[config.mk]
export PLATFORM = sky130hd
export DESIGN_NAME = dmem_port_ctrl
export DESIGN_NICKNAME = d
export VERILOG_FILES = /design/src/rtl/dmem_port_ctrl.sv
export SDC_FILE = /design/constraint.sdc
export NUM_CORES = 1
export LEC_CHECK = 0
export ABC_CLOCK_PERIOD_IN_PS = 3100
export BUFFER_PORTS_ARGS = -buffer_cell sky130_fd_sc_hd__buf_2
export CAP_MARGIN = 20
export CORE_ASPECT_RATIO = 0.6
export CORE_MARGIN = 5
export CORE_UTILIZATION = 46
export CTS_CLUSTER_SIZE = 25
export DETAILED_ROUTE_END_ITERATION = 8
export GPL_TIMING_DRIVEN = 0
export PLACE_DENSITY = 0.85
export SLEW_MARGIN = 40
export SYNTH_ARGS = -nofsm -noshare
export SYNTH_HDL_FRONTEND = slang
export SYNTH_SLANG_ARGS = --single-unit
[constraint.sdc]
create_clock -name clk -period 3.1 [get_ports clk]
set_input_delay 0 -clock clk [delete_from_list [all_inputs] [get_ports clk]]
set_output_delay 0 -clock clk [all_outputs]
set_load 0.02 [all_outputs]
[src/rtl/dmem_port_ctrl.sv]
// dmem_port_ctrl: single-port data memory owner; drains store buffer, serves loads (forward or read), starvation-bounded stores.
// Optional perf counters enabled by DMEM_PERF_CNT_EN.
module dmem_port_ctrl #(
    parameter int TAG_W      = 4,
    parameter int MEM_LAT    = 1,
    parameter int STARVE_LIM = 8
) (
    input  logic             clk,
    input  logic             rst,
    input  logic             ld_req,
    input  logic [9:0]       ld_addr,
    input  logic [TAG_W-1:0] ld_tag,
    output logic             ld_ready,
    input  logic             fwd_hit,
    input  logic [31:0]      fwd_data,
    input  logic             sb_valid,
    input  logic [9:0]       sb_addr,
    input  logic [31:0]      sb_data,
    output logic             sb_inc,
    output logic             mem_en,
    output logic             mem_we,
    output logic [9:0]       mem_addr,
    output logic [31:0]      mem_wdata,
    input  logic [31:0]      mem_rdata,
    output logic             cdb_valid,
    output logic [TAG_W-1:0] cdb_tag,
    output logic [31:0]      cdb_data
`ifdef DMEM_PERF_CNT_EN
    ,
    output logic [15:0]      perf_ld_fwd,
    output logic [15:0]      perf_ld_mem,
    output logic [15:0]      perf_starve
`endif
);
    typedef enum logic [1:0] {IDLE, LD_CHK, LD_WAIT} state_e;
    state_e           state_q;
    logic [3:0]       starve_q, starve_d;
    logic [2:0]       lat_q;
    logic [9:0]       addr_q;
    logic [TAG_W-1:0] tag_q;
    logic             cdb_valid_q;
    logic [TAG_W-1:0] cdb_tag_q;
    logic [31:0]      cdb_data_q;
    logic             forced, ld_acc, st_issue, rd_issue;

    always_comb begin
        forced    = (state_q == IDLE) && (starve_q == 4'(STARVE_LIM));
        ld_ready  = (state_q == IDLE) && !forced;
        ld_acc    = ld_ready && ld_req;
        st_issue  = (state_q == IDLE) && sb_valid && !ld_acc;
        rd_issue  = (state_q == LD_CHK) && !fwd_hit;
        mem_en    = st_issue || rd_issue;
        mem_we    = st_issue;
        mem_addr  = rd_issue ? addr_q : sb_addr;
        mem_wdata = sb_data;
        sb_inc    = st_issue;
        starve_d  = (st_issue || !sb_valid) ? 4'd0 :
                    (starve_q == 4'(STARVE_LIM)) ? starve_q : starve_q + 4'd1;
    end

    assign cdb_valid = cdb_valid_q;
    assign cdb_tag   = cdb_tag_q;
    assign cdb_data  = cdb_data_q;

    // lat_q hits 1 in the cycle mem_rdata is valid; capture there so cdb pulses as it reaches 0
    always_ff @(posedge clk or posedge rst) begin
        if (rst) begin
            state_q     <= IDLE;
            starve_q    <= 4'd0;
            lat_q       <= 3'd0;
            addr_q      <= 10'd0;
            tag_q       <= '0;
            cdb_valid_q <= 1'b0;
            cdb_tag_q   <= '0;
            cdb_data_q  <= 32'd0;
        end else begin
            starve_q    <= starve_d;
            cdb_valid_q <= 1'b0;
            case (state_q)
                IDLE: if (ld_acc) begin
                    addr_q  <= ld_addr;
                    tag_q   <= ld_tag;
                    state_q <= LD_CHK;
                end
                LD_CHK: begin
                    state_q <= fwd_hit ? IDLE : LD_WAIT;
                    lat_q   <= 3'(MEM_LAT);
                    if (fwd_hit) begin
                        cdb_valid_q <= 1'b1;
                        cdb_tag_q   <= tag_q;
                        cdb_data_q  <= fwd_data;
                    end
                end
                LD_WAIT: begin
                    lat_q <= lat_q - 3'd1;
                    if (lat_q == 3'd1) begin
                        cdb_valid_q <= 1'b1;
                        cdb_tag_q   <= tag_q;
                        cdb_data_q  <= mem_rdata;
                        state_q     <= IDLE;
                    end
                end
                default: state_q <= IDLE;
            endcase
        end
    end

`ifdef DMEM_PERF_CNT_EN
    logic [15:0] perf_ld_fwd_q, perf_ld_mem_q, perf_starve_q;
    always_ff @(posedge clk or posedge rst) begin
        if (rst) begin
            perf_ld_fwd_q <= 16'd0;
            perf_ld_mem_q <= 16'd0;
            perf_starve_q <= 16'd0;
        end else begin
            perf_ld_fwd_q <= perf_ld_fwd_q + {15'd0, (state_q == LD_CHK) && fwd_hit && (perf_ld_fwd_q != 16'hFFFF)};
            perf_ld_mem_q <= perf_ld_mem_q + {15'd0, rd_issue && (perf_ld_mem_q != 16'hFFFF)};
            perf_starve_q <= perf_starve_q + {15'd0, forced && st_issue && (perf_starve_q != 16'hFFFF)};
        end
    end
    assign perf_ld_fwd = perf_ld_fwd_q;
    assign perf_ld_mem = perf_ld_mem_q;
    assign perf_starve = perf_starve_q;
`else
`endif
endmodule

==> results.md <==
- Syn Nets: 403
- Root buffer cell: clkbuf_16
- Final setup margin: 0.865 ns
- Synthesis-stage register bit count: 60
- Worst setup startpoint: state_q[1]$_DFFE_PP0P_
- Total GRT Usage: 20.1%
- Largest net degree at the start of global routing: 35
- Die Ht: 75.1 µm
- Xor-xnor portion of the synthesized cell area: 0.539%
- Layout Skew: 0.00422 ns
- Most common cell after layout, fill and taps aside: buf_2
- Setup crit end: mem_addr[3]
- Reg2reg end: cdb_data[7]$_DFFE_PP0P_
- Initial Util: 48.0%
- Vias in the first global route: 2894
- DR iter-0 viols: 130
- Final worst path period share: 72.1%
- Post-Synth Adder-Cell Area: 2.70%
- Slew HR: 60.5%
- Post-Synth Simple-Gate Area: 7.47%
- DP HPWL: 7090 µm
- Global route overflow: 0
- Max Freq: 447 MHz
- Worst-skew pair later-pin latency: 0.32 ns
- Drt pass-1 iters: 4
- Slew Limit Fails: 0
- Worst setup SP type: register
- R2R depth: 6
- Num CTS Buffers: 9
- Die X: 118 µm
- Mapped Avg Cell Area: 12.0 µm²
- First-pass GRT wire length: 14000 µm
- CP endpoint kind: output port
- Non-Filler Instances: 564
- Dpl ws: 0.995 ns
- Via density: 4.85
- Placed Area: 0.00426 mm²
- PortBufs: 175
- IO Pins: 208
- Reg-to-reg startpoint: state_q[0]$_DFFE_PP0P_
- Setup TNS: 0 ns
- Register area share after synthesis: 46.2%
- Mapped Area: 0.00325 mm²
- Initial antenna violation count: 0
- Most frequent cells in the layout: 180 x buf_2, 82 x mux2_2, 60 x dfrtp_1, 35 x nand2_1, 33 x buf_4
- Final min period: 2.24 ns
- Core footprint: 0.00676 mm²
- Yosys warns: 0
- Syn Inst Count: 271
- H-tree depth: 3
- Arrival @ worst endpoint: 2.24 ns
- Hold Vio Cnt, Final: 0
- CP max FO: 10
- CTS Sinks: 60
- Reg2reg setup slack: 1.02 ns
- Leading area contributor after synthesis: dfrtp_1
- Post-route cell area: 0.00468 mm²
- Mux contribution to synthesized area: 29.7%
- Max-cap check violation count: 0
- Vias: 2734
- Synth unique cells: 28
- Hold Path Class: primary input to register
- Placer Congestion: 0.795
- Layout cells sized above 1: 66.0%
- Row cnt: 23
- Synth top area share: 46.2%
- Clock Path Buffers: 2
- Worst-Margin Slew: 0.591 ns
- WP data required: 3.10 ns
- Synth Area in Compound Gates: 2.27%
- CTS tree: yes
- Final setup violation count: 0
- DRC Markers: 0
- Synth-to-Final Area Change: 44.0%
- Worst setup path class: register to output port
- Diodes inserted: 0
- Final WL: 9110 µm
- Main combinational cell family by area after synthesis: multiplexers
- Status: completed
- Nets: 605
- Worst-path clk slew: 0.05 ns
- Routed Antenna Nets: 0
- Top post-synthesis cells by area: dfrtp_1 46%, mux2_2 28%, buf_4 7.6%
- Fillcell total: 502
- Cell Pwr Density: 989 mW/mm²
- Total setup buffers inserted after CTS: 0
- RSZ-0062 raised after global routing: no
- Routed wire per std cell: 16.1 µm
- # placed instances: 534
- Die area: 0.00890 mm²
- Worst vdd ir: 0.000577 V
- P_leak: 2.39 nW
==> critical path, cell delays in order, from the launching register on <==
cell      delay (ns)
dfrtp_1         0.38
inv_1           0.09
ha_1            0.24
nor2b_1         0.42
clkbuf_1        0.39
nand2_1         0.14
nand2_1         0.09
buf_2           0.16
==> stage by stage <==
stage,power [mW],utilization (%),hold WS (ns)
final,4.63,69.1,0.0320
after detailed placement,3.75,62.9,0.0102
after global placement,3.64,62.6,0.219
after CTS,4.68,69.1,0.0157
after global routing,4.91,69.1,0.0310
after floorplan,3.05,-,0.113
==> synth_stat cells (all sizes together) <==
master	instances
dfrtp	60
mux2i	2
o22ai	2
nand4b	1
o2bb2ai	1
buf	42
o211ai	1
a211oi	1
a21oi	2
nand3b	2
nor2b	3
nand2	35
a21o	1
nor2	4
a22oi	1
inv	9
and3	1
xnor2	1
ha	7
mux2	84
and2	2
clkbuf	2
xor2	1
nand3	2
nand2b	4
==> power breakdown <==
part | internal [mW] | switching, mW | leakage, nW
sequential | 1.17 | 0.190 | 0.715
clock | 0.576 | 0.321 | 0.135
combinational | 1.13 | 1.23 | 1.54
total | 2.88 | 1.74 | 2.39
==> layer usage <==
layer | vias up | wire length (µm) | track usage, %
met5 | - | 0 | 0
met4 | 0 | 128 | 5.91
met3 | 15 | 781 | 8.18
met2 | 142 | 4810 | 36.8
met1 | 1283 | 3390 | 22.1
li1 | 1294 | - | -
==> final cells by class <==
class                   instances  area (µm²)  area share [%]
plain buffers                  44         325            6.96
clock buffers                  13         260            5.57
clock inverters                 2        10.0           0.214
inverters                       9        36.3           0.776
multi-input cells             158        1390            29.7
flip-flops and latches         60        1500            32.1
well taps                      87         109            2.33
repair buffers                191        1050            22.4
==> how the worst min path moves through the flow <==
stage / depth (start not counted) / slack [ns] / start / to
6_report: 3 / 0.03 / sb_valid / starve_q[2]$_DFFE_PP0P_
4_1_cts: 3 / 0.02 / fwd_hit / cdb_valid$_DFF_PP0_
2_1_floorplan: 1 / 0.11 / sb_data[0] / mem_wdata[0]
3_3_place_gp: 2 / 0.22 / sb_data[2] / mem_wdata[2]
5_1_grt: 3 / 0.03 / mem_rdata[26] / cdb_data[26]$_DFFE_PP0P_
3_5_place_dp: 2 / 0.01 / rst / cdb_data[22]$_DFFE_PP0P_
==> sequential cells by signal (all words and copies together) (netlist names) <==
register	count
tag_q	4
cdb_tag	4
addr_q	10
state_q	2
cdb_data	32
starve_q	4
cdb_valid	1
lat_q	3
==> cell families after synthesis <==
logic type | count (synthesis)
muxes | 86
DFF | 60
and+or+nand+nor | 54
buffers and inverters | 53
AOI/OAI and AO/OA | 9
adders and majority gates | 7
xor gates and xnor gates | 2
==> timing repair <==
item                      in CTS  in global routing
hold buffers                  15                  0
hold endpoints to repair      40                  0
gates resized for setup        0                  0
Power figures use the tool's default switching activity.
